**src/rtl/gate2_vector_engine.sv**
```systemverilog
// ---------------------------------------------------------------------------
// gate2_vector_engine
//
// Self-timed stimulus generator and checker for a single 2-input gate.
// When a run is accepted, the engine walks the four input vectors 00, 01,
// 10 and 11 onto the gate inputs. It holds each vector for SETTLE_CYCLES
// clocks, samples the gate output and compares it against a latched
// 4-bit truth table. At the end it reports:
//   - how many vectors mismatched,
//   - which vector failed first,
//   - an overall pass flag.
//
// Parameters
//   SETTLE_CYCLES     clocks each vector is held before sampling (1..255)
//
// Ports
//   clk               rising-edge clock
//   rst_n             asynchronous active-low reset
//   start             run request, honoured only when idle or done
//   truth_table[3:0]  expected gate output, bit index = {i1,i2}
//   dut_o             output of the gate under test
//   i1, i2            registered gate inputs (vector bit 1 / bit 0)
//   busy              run in progress
//   done              run complete, held until the next accepted start
//   pass              done with no mismatches
//   err_count[2:0]    number of mismatching vectors (0..4)
//   first_fail_valid  at least one mismatch recorded this run
//   first_fail_vec    {i1,i2} of the first mismatch, 00 when not valid
// ---------------------------------------------------------------------------
module gate2_vector_engine #(
    parameter int unsigned SETTLE_CYCLES = 4
) (
    input  logic       clk,
    input  logic       rst_n,
    input  logic       start,
    input  logic [3:0] truth_table,
    input  logic       dut_o,
    output logic       i1,
    output logic       i2,
    output logic       busy,
    output logic       done,
    output logic       pass,
    output logic [2:0] err_count,
    output logic       first_fail_valid,
    output logic [1:0] first_fail_vec
);

    // The settle counter only has to reach SETTLE_CYCLES-1.
    // It is kept at least one bit wide so that SETTLE_CYCLES=1 still
    // elaborates; in that case the counter simply stays at zero.
    localparam int unsigned CNT_W = (SETTLE_CYCLES > 1) ? $clog2(SETTLE_CYCLES) : 1;
    localparam logic [CNT_W-1:0] CNT_LAST = CNT_W'(SETTLE_CYCLES - 1);

    typedef enum logic [1:0] {
        ST_IDLE,
        ST_RUN,
        ST_DONE
    } state_t;

    state_t      state_q, state_d;
    logic [1:0]  vec_q, vec_d;
    logic [CNT_W-1:0] cnt_q, cnt_d;
    logic [3:0]  tt_q, tt_d;
    logic        i1_q, i1_d;
    logic        i2_q, i2_d;
    logic        busy_q, busy_d;
    logic        done_q, done_d;
    logic [2:0]  err_count_q, err_count_d;
    logic        ff_valid_q, ff_valid_d;
    logic [1:0]  ff_vec_q, ff_vec_d;

    logic        expected_o;
    logic        mismatch;
    logic [1:0]  vec_next;

    // State and output registers. Every output except pass comes straight
    // from one of these flops, so the gate inputs are glitch-free.
    always_ff @(posedge clk or negedge rst_n) begin
        if (!rst_n) begin
            state_q     <= ST_IDLE;
            vec_q       <= 2'd0;
            cnt_q       <= '0;
            tt_q        <= 4'd0;
            i1_q        <= 1'b0;
            i2_q        <= 1'b0;
            busy_q      <= 1'b0;
            done_q      <= 1'b0;
            err_count_q <= 3'd0;
            ff_valid_q  <= 1'b0;
            ff_vec_q    <= 2'd0;
        end else begin
            state_q     <= state_d;
            vec_q       <= vec_d;
            cnt_q       <= cnt_d;
            tt_q        <= tt_d;
            i1_q        <= i1_d;
            i2_q        <= i2_d;
            busy_q      <= busy_d;
            done_q      <= done_d;
            err_count_q <= err_count_d;
            ff_valid_q  <= ff_valid_d;
            ff_vec_q    <= ff_vec_d;
        end
    end

    // Sequencer: next-state logic and the register updates for the
    // sample and compare step.
    always_comb begin
        state_d     = state_q;
        vec_d       = vec_q;
        cnt_d       = cnt_q;
        tt_d        = tt_q;
        i1_d        = i1_q;
        i2_d        = i2_q;
        busy_d      = busy_q;
        done_d      = done_q;
        err_count_d = err_count_q;
        ff_valid_d  = ff_valid_q;
        ff_vec_d    = ff_vec_q;

        expected_o = tt_q[vec_q];
        vec_next   = vec_q + 2'd1;

        // The mismatch flag defaults to 1 and is cleared only on a
        // positive equality. In simulation, an X or Z on dut_o makes the
        // equality unknown, so the clear is skipped and the vector counts
        // as failing.
        mismatch = 1'b1;
        if (dut_o == expected_o) begin
            mismatch = 1'b0;
        end

        case (state_q)
            ST_IDLE, ST_DONE: begin
                if (start) begin
                    state_d     = ST_RUN;
                    vec_d       = 2'd0;
                    cnt_d       = '0;
                    tt_d        = truth_table;
                    i1_d        = 1'b0;
                    i2_d        = 1'b0;
                    busy_d      = 1'b1;
                    done_d      = 1'b0;
                    err_count_d = 3'd0;
                    ff_valid_d  = 1'b0;
                    ff_vec_d    = 2'd0;
                end
            end

            ST_RUN: begin
                // start and truth_table are deliberately ignored here.
                // Only the copy latched in tt_q is used for the compare.
                if (cnt_q != CNT_LAST) begin
                    cnt_d = cnt_q + CNT_W'(1);
                end else begin
                    // At most four vectors are checked, so the 3-bit error
                    // count tops out at 4 and can never wrap.
                    if (mismatch) begin
                        err_count_d = err_count_q + 3'd1;
                        if (!ff_valid_q) begin
                            ff_valid_d = 1'b1;
                            ff_vec_d   = vec_q;
                        end
                    end

                    // The edge that samples vector k also drives vector k+1.
                    if (vec_q != 2'd3) begin
                        vec_d = vec_next;
                        i1_d  = vec_next[1];
                        i2_d  = vec_next[0];
                        cnt_d = '0;
                    end else begin
                        state_d = ST_DONE;
                        busy_d  = 1'b0;
                        done_d  = 1'b1;
                        i1_d    = 1'b0;
                        i2_d    = 1'b0;
                    end
                end
            end

            default: begin
                state_d = ST_IDLE;
            end
        endcase
    end

    assign i1               = i1_q;
    assign i2               = i2_q;
    assign busy             = busy_q;
    assign done             = done_q;
    assign err_count        = err_count_q;
    assign first_fail_valid = ff_valid_q;
    assign first_fail_vec   = ff_vec_q;

    // pass is the only combinational output: a single AND of two
    // registered terms.
    assign pass = done_q & (err_count_q == 3'd0);

endmodule

```
**config.mk**
```make
export PLATFORM = sky130hd
export DESIGN_NAME = gate2_vector_engine
export DESIGN_NICKNAME = d
export VERILOG_FILES = /design/src/rtl/gate2_vector_engine.sv
export SDC_FILE = /design/constraint.sdc
export NUM_CORES = 1
export LEC_CHECK = 0
export BUFFER_PORTS_ARGS = -buffer_cell sky130_fd_sc_hd__buf_2
export CAP_MARGIN = 20
export CORE_MARGIN = 10
export CORE_UTILIZATION = 45
export DETAILED_ROUTE_END_ITERATION = 10
export PLACE_DENSITY_LB_ADDON = 0.15
export SLEW_MARGIN = 20
export SYNTH_ARGS = -nofsm -noshare
export SYNTH_HDL_FRONTEND = slang
export SYNTH_SLANG_ARGS = --single-unit
```
**constraint.sdc**
```tcl
create_clock -name clk -period 4.7 [get_ports clk]
set_input_delay 0.94 -clock clk [delete_from_list [all_inputs] [get_ports clk]]
set_output_delay 0.94 -clock clk [all_outputs]
set_load 0.01 [all_outputs]
```
Yosys cells after proc, flatten, opt, wreduce, memory -nomap -nowiden
Index checks and enable logic that the tools add are counted.
{ "totals": {"regBits": 20, "latch_bits": 0, "ramBits": 0, "rom_bits": 0, "inputBits": 8, "output_inout_bits": 11, "wordCells": 78, "mem_count": 0} }
{ "classes": {"n_addsub": 3, "n_mul": 0, "div_mod_pow": 0, "magnitude_cmp": 1, "n_eq_ne": 12, "shift": 0, "muxes": 38, "n_bitwise": 1, "reduce_logical": 12} }
{ "ops": {"columns": ["op", "count"], "rows": [
  ["2-bit 2-to-1 mux", 11],
  ["2-bit != test, second input constant", 8],
  ["2-bit one-hot mux with 2 select lines", 4],
  ["1-bit 2-to-1 mux", 13],
  ["4-bit AND reduction", 3],
  ["1-bit one-hot mux with 2 select lines", 5],
  ["3-bit 2-to-1 mux", 3],
  ["3-bit AND reduction", 3],
  ["3-bit one-hot mux with 2 select lines", 1],
  ["5-bit AND reduction", 1],
  ["2-bit by 1-bit adder with 2-bit output, second input constant", 2],
  ["3-bit by 1-bit adder with 3-bit output, second input constant", 1],
  ["3-bit zero test", 1],
  ["2-bit by 3-bit < comparator with 1-bit output, second input constant", 1],
  ["3-bit != test, second input constant", 1],
  ["1-bit binary-select mux with 2-bit select", 1],
  ["2-bit by 1-bit equality test with 1-bit output, second input constant", 1],
  ["2-bit equality test, second input constant", 1],
  ["2-bit zero test", 1],
  ["2-bit AND reduction", 1],
  ["2-bit nonzero test", 1],
  ["2-bit OR reduction", 1],
  ["1-bit bitwise AND", 1],
  ["1-bit equality test", 1]
]} }

Logic depth before layout (Yosys ltp)
Gate-level depths: netlist of run 1.
{ "logic_depth": {"depth_word": 6, "ltp_mapped": 5, "ltp_nobuf": 5} }

Worst setup path after synthesis of run 1
OpenSTA, ideal clock, no wires.
{ "synth_path": {"path_kind": "register to output", "from": "register err_count_q[0] (netlist: err_count[0])", "to": "output pass", "arrival_ps": 847, "t_required_ps": 3760, "setup_slack_ps": 2913, "stages_incl_launch_ff": 4, "path_buffers": 0, "cell_sequence": "dfrtp_1 -> inv_1 -> ha_1 -> and3_1"} }
{ "synth_between": {"elab_chain_cells": 2} }
{ "synth_lines": {"columns": ["item", "line", "rtl"], "rows": [
  ["start, declared", "68", "logic [2:0] err_count_q, err_count_d;"],
  ["start signal, assigned", "100", "err_count_q <= err_count_d;"],
  ["3-bit zero test", "198", "assign pass = done_q & (err_count_q == 3'd0);"],
  ["1-bit bitwise AND", "198", null],
  ["end, declared", "42", "output logic pass,"]
]} }
No other way between the ends.

Final worst setup path of run 1
Same ends and word-level chain as after synthesis.

==> results of run 1 <==
==> layer usage <==
metal / up-vias / share of wire (%) / wire length, um / track usage [%]
met4: 0 / 1.4 / 25 / 5.08
met5: - / 0 / 0 / 0
li1: 347 / - / - / -
met2: 14 / 44 / 796 / 13.5
met3: 4 / 7.2 / 131 / 3.73
met1: 334 / 48 / 867 / 11.5
==> kinds of logic (layout without fill, tap and decap cells) <==
logic type	after synthesis	after routing	share of synthesized area, %
and+or+nand+nor	37	37	18.7
DFF	20	20	54.1
AOI/OAI and AO/OA	17	17	12.3
buffers and inverters	8	28	3.25
adders and majority gates	4	4	5.41
xor gates and xnor gates	2	2	2.71
muxes	2	2	3.52
==> cell type report <==
class                           count  area, sq um  area share (%)
Clock buffer                        4         36.3            3.37
Inverter                            6         22.5            2.09
Multi-Input combinational cell     62          394            36.6
Sequential cell                    20          500            46.5
Tap cell                           27         33.8            3.14
Timing Repair Buffer               18         90.1            8.36
==> worst max path at each step <==
stage | end | slack [ns] | cells past startpoint
after floorplan | pass | 2.91 | 3
after global placement | first_fail_vec[0] | 2.70 | 4
after detailed placement | first_fail_vec[1] | 2.68 | 4
after CTS | pass | 2.49 | 4
after global routing | pass | 2.44 | 4
final | pass | 2.50 | 4
==> per-stage QoR <==
step / hold WS, ns / util [%] / instance area [sq um] / setup WS [ns]
floorplan: 0.440 / - / 925 / 2.91
global placement: 0.457 / 53.1 / 1040 / 2.70
detailed placement: 0.462 / 53.1 / 1040 / 2.68
CTS: 0.490 / 54.9 / 1080 / 2.49
global route: 0.529 / 54.9 / 1080 / 2.44
finish: 0.493 / 54.9 / 1080 / 2.50
==> worst max-delay path, cell delays in order (launching register included) <==
cell and delay (ns):
dfrtp_1 0.38, inv_1 0.07, ha_1 0.19, and3_1 0.17, buf_2 0.14
==> power by group <==
part           switching, mW  internal (mW)  total, mW  leakage [nW]
registers             0.0496          0.243      0.293         0.246
clock network         0.0520         0.0472     0.0993        0.0210
logic                  0.158          0.127      0.285         0.282
==> Yosys cell counts <==
cell	instances
and3_1	1
xnor2_2	1
inv_1	6
and2_1	1
and3b_1	1
clkbuf_1	2
a21oi_1	2
mux4_2	1
nor3b_1	1
xor2_1	1
a22o_1	3
a22oi_2	1
nand2b_1	3
nor2_1	2
o21ai_0	8
o22ai_1	1
mux2i_1	1
nand2_1	20
a41oi_1	1
nor2b_1	2
nand3_1	5
dfrtp_1	20
nor3_1	1
a221o_1	1
ha_1	4
==> sequential cells by signal, summed over array words and instances, names as in the netlist, 2 cells and up <==
signal and count:
tt_q 4, err_count 3, cnt_q 2, first_fail_vec 2
state_q 2, vec_q 2
==> metrics.md, run 1 <==
| Metric | Value |
|---|---|
| RSZ-0062 raised after global routing | no |
| Post-CTS setup buffer count | 0 |
| Reg2reg start | state_q[0] |
| Req. time, crit path | around 3.8 ns |
| FP Rows | 16 |
| WL per Instance | between 10 and 15 um |
| CORE AREA | 1960 sq um |
| Max-cap violations | 0 |
| H-tree levels | 1 |
| Period minus WS final | 2.20 ns |
| Die Y | ~65 um |
| Worst reg2reg setup slack | 2.77 ns |
| Drt pass-1 iters | 3 |
| Post-Layout Cell Count | about 140 |
| Setup_tns | 0 ns |
| CTS Root Cell | clkbuf_4 |
| Share of post-route cells with drive strength above 1 | a little under a quarter |
| Leak | roughly 0.55 nW |
| Dpl cells | roughly 130 |
| Fin. max-slew vios | 0 |
| Status | completed |
| DRC | 0 |
| Initial Util | a little under half |
| Die W | around 65 um |
| VDD IR-drop max | between 0.2 and 0.3 mV |
| Number of CTS-inserted buffers | 3 |
| Clk Latency, worst-skew pair | 0.30 ns |
| Fin crit share | between 40% and 50% |
| Hold_sp | busy |
| Synth Net Count | 102 |
| CP Class | reg2out |
| Slew @ Worst Pin | between 0.6 and 0.7 ns |
| Hold WC Path Type | reg2reg |
| Ys Warns | 0 |
| Startpoint Class | flop |
| Die area | between 4000 and 5000 sq um |
| Placer Congestion | about 0.73 |
| Synth cell types | 25 |
| Longest Clk Path Bufs | 2 |
| Final-stage net count | between 100 and 150 |
| Num ports | 19 |
| FF-to-FF path depth | 4 |
| CP max FO | 3 |
| Vias in the first global route | 750 |
| Via count | 699 |
| Worst hold path depth | 2 |
| Port Buffer Count | 18 |
| PnR Total Power | 677 uW |
| Crit. Startpoint | err_count[0] |
| GRT Residual Overflow | 0 |
| Initial antenna violation count | 0 |
| Post-synth top area share | between 50% and 60% |
| Finish-stage setup viols | 0 |
| Area growth syn-to-layout | 16.5% |
| Crit end category | output pin |
| # diodes | 0 |
| Top cell type by total area after synthesis | dfrtp_1 |
| Syn Area/Cell | 10.3 sq um |
| Max transition margin | 58.6% |
| First-pass GRT wire length | 3230 um |
| Vias per cell | ~5.1 |
| Largest net degree at the start of global routing | 21 |
| GRT Resource Usage Total | a little under a tenth |
| Clock Skew | about 0.0022 ns |
| Crit path DAT | 1.26 ns |
| DP Wirelength | between 1000 and 1500 um |
| Fin. Hold Viols | 0 |
| Routed Antenna Nets | 0 |
| Synthesized instance count | 90 |
| Iteration-0 DRC Markers | 15 |
| Sink Count | 20 |
| Clk slew on worst S/H paths | around 0.11 ns |
| Cell Pwr Density | 628 nW/um^2 |
| WL final | 1820 um |
| Mapped Area | just over 900 sq um |
| Synth Register Bits | 20 |
| Peak Freq | between 0.4 and 0.5 GHz |
| Post-CTS sizing | 0 |
| FILL cells | between 150 and 200 |
| Most frequent cells in the layout | nand2_1 (20), dfrtp_1 (20), buf_2 (18), o21ai_0 (8), inv_1 (6) |
| CTS tree | built |
| CTS Hold Bufs | 0 |
| Worst Hold End | busy |
| R2r endpoint | first_fail_vec[1] |
| Share of the yosys chip area belonging to registers | a little over half |
| Synth top area cells | dfrtp_1 (54%), nand2_1 (8.1%), ha_1 (5.4%), o21ai_0 (4.3%), a22o_1 (2.8%) |
(Power assumes the default switching activity.)
==> inputs of run 2 (changes only) <==
==> constraint.sdc (replaced) <==
create_clock -name clk -period 2.2 [get_ports clk]
set_input_delay 0.44 -clock clk [delete_from_list [all_inputs] [get_ports clk]]
set_output_delay 0.44 -clock clk [all_outputs]
set_load 0.01 [all_outputs]
==> run 2 against run 1 <==
Register-to-register slack worse by 2.4 ns. Critical path depth unchanged. Global-route usage shrank 0.12 points.
==> metrics.md, run 2 (synthesis gave the netlist of run 1 again) <==
| Metric | Value |
|---|---|
| Slowest stage delay, CP | 0.58 ns (was 0.38 ns) |
| Number of CTS-inserted buffers | 3 (unchanged) |
| Req. time, crit path | 2.41 ns (was 3.76 ns) |
| Place WS | 0.390 ns (was 2.68 ns) |
| Sink Count | 20 (unchanged) |
| DP Wirelength | 1410 um (was 1380 um) |
| Reg power frac | 40.2% (was 43.2%) |
| Die Y | 65.3 um (unchanged) |
| Vias per cell | 4.99 (was 5.10) |
| Psw | 561 uW (was 259 uW) |
| GRT Residual Overflow | 0 (unchanged) |
| Via count | 694 (was 699) |
| Clk Latency, worst-skew pair | 0.30 ns (about the same) |
| Post-Layout Cell Count | 139 (was 137) |
| Longest Clk Path Bufs | 2 (unchanged) |
| Fin crit share | slightly above 80% |
| Largest net degree at the start of global routing | 21 (unchanged) |
| Fin. Hold Viols | 0 (unchanged) |
| Initial Util | 47.1% (unchanged) |
| Most frequent cells in the layout | nand2_1 (20), dfrtp_1 (20), buf_2 (18), o21ai_0 (8), inv_1 (6) (unchanged) |
| Fin util | 56.5% (was 54.9%) |
| DRC | 0 (unchanged) |
| Die W | 65.3 um (unchanged) |
| Initial antenna violation count | 0 (unchanged) |
| Fin. max-slew vios | 0 (unchanged) |
| Top reg by flops | tt_q (unchanged) |
| Crit. Startpoint | vec_q[0] (was err_count[0]) |
| Hold WC Path Type | in2async (was reg2reg) |
| Max-cap violations | 0 (unchanged) |
| Vias in the first global route | 708 (was 750) |
| Peak Freq | roughly 0.55 GHz |
| Setup WS post-layout | 0.371 ns (was 2.50 ns) |
| Die area | 4270 sq um (unchanged) |
| CP max FO | 6 (was 3) |
| Crit end category | flop (was output pin) |
| Period minus WS final | roughly 1.8 ns |
| Area growth syn-to-layout | 19.9% (was 16.5%) |
| H-tree levels | 1 (unchanged) |
| Slew @ Worst Pin | 0.441 ns (was 0.620 ns) |
| Switching Fraction | 36.3% (was 38.3%) |
| Port Buffer Count | 18 (unchanged) |
| Clk pwr share | 19.1% (was 14.7%) |
| RSZ-0062 raised after global routing | no (unchanged) |
| First-pass GRT wire length | 3150 um (was 3230 um) |
| FF-to-FF path depth | 4 (unchanged) |
| CP max-delay cell | mux4_2 (was dfrtp_1) |
| CTS tree | built (unchanged) |
| CP Class | reg2reg (was reg2out) |
| FP Rows | 16 (unchanged) |
| CTS Hold Bufs | 0 (unchanged) |
| Startpoint Class | flop (unchanged) |
| PnR Total Power | 1.55 mW (was 677 uW) |
| Dpl cells | 135 (was 133) |
| WL final | 1860 um (was 1820 um) |
| Drt pass-1 iters | 4 (was 3) |
| # diodes | 0 (unchanged) |
| CORE AREA | 1960 sq um (unchanged) |
| Leak | 0.565 nW (was 0.548 nW) |
| Final-stage net count | 125 (was 123) |
| Routed Antenna Nets | 0 (unchanged) |
| Clk slew on worst S/H paths | 0.12 ns (was 0.11 ns) |
| Share of post-route cells with drive strength above 1 | 24.1% (was 22.7%) |
| Cell Pwr Density | 1400 nW/um^2 (was 628 nW/um^2) |
| P_int | 987 uW (was 417 uW) |
| CTS Root Cell | clkbuf_4 (unchanged) |
| VDD IR-drop max | 0.889 mV (was 0.280 mV) |
| Clock Skew | 0.0151 ns (was 0.00216 ns) |
| GRT Resource Usage Total | 9.20% (was 9.32%) |
| Logic gate share of total power | 40.7% (was 42.1%) |
| Max transition margin | 70.6% (was 58.6%) |
| Placer Congestion | 0.771 (was 0.726) |
| Setup_tns | 0 ns (unchanged) |
| Iteration-0 DRC Markers | 32 (was 15) |
| Largest register FFs | 4 (unchanged) |
| Finish-stage setup viols | 0 (unchanged) |
| Num ports | 19 (unchanged) |
| Status | completed (unchanged) |
| Reg2reg start | vec_q[0] (was state_q[0]) |
| WL per Instance | 13.3 um (about the same) |
| Crit path DAT | 2.04 ns (was 1.26 ns) |
| Worst-path cell chain | mux4_2 > xnor2_2 > a221o_1 > a22o_1 (was inv_1 > ha_1 > and3_1 > buf_2) |
| Post-CTS setup buffer count | 0 (unchanged) |
| Post-CTS sizing | 0 (unchanged) |
## run 2: changes by cell type in the layout (fill, tap and decap cells not counted), sizes merged
cell    before  now
bufinv       0    1
clkbuf       4    3
buf         18   20
## run 2: final timing paths
path,slack (ns),to
min in group clk,0.33,tt_q[1]
worst min-delay path,0.06,err_count[0]
worst max register to register,0.37,first_fail_vec[1]
worst min register to register,0.48,tt_q[3]
max in group asynchronous,1.82,tt_q[2]
worst max-delay path,0.37,first_fail_vec[1]
## run 2: power by group through the flow
stage / sequential, mW / combinational (mW) / clock [mW]
3_5_place_dp: 0.632 / 0.640 / 0
6_report: 0.623 / 0.630 / 0.296
3_3_place_gp: 0.627 / 0.615 / 0
5_1_grt: 0.641 / 0.733 / 0.316
2_1_floorplan: 0.649 / 0.411 / 0
4_1_cts: 0.624 / 0.642 / 0.305
## run 2: layout make-up
cell class | instances | area, sq um
clock buffers | 3 | 22.5
flip-flops and latches | 20 | 500
multi-input cells | 62 | 394
repair buffers | 20 | 105
inverters | 6 | 22.5
well taps | 27 | 33.8
clock inverters | 1 | 30.0
fillers | 191 | 853
## run 2: critical path, delay by kind of cell, from the launching register on
kind | cells | cell delay (ns)
multiplexers | 1 | 0.58
XOR/XNOR | 1 | 0.19
flip-flops | 1 | 0.46
AO/OA/AOI/OAI | 2 | 0.50
## run 2: routing by layer
metal | vias up | global-route usage (%) | share of wire (%)
met2 | 17 | 14.1 | 45
met4 | 0 | 3.21 | 0.92
met3 | 2 | 4.58 | 7.2
li1 | 352 | - | -
met1 | 323 | 10.8 | 47
met5 | - | 0 | 0
## run 2: stage by stage
stage,instance area [sq um],hold slack (ns)
after global placement,1060,0.408
after detailed placement,1060,0.410
after global routing,1110,0.0688
after CTS,1110,0.0643
final,1110,0.0556
after floorplan,925,0.144
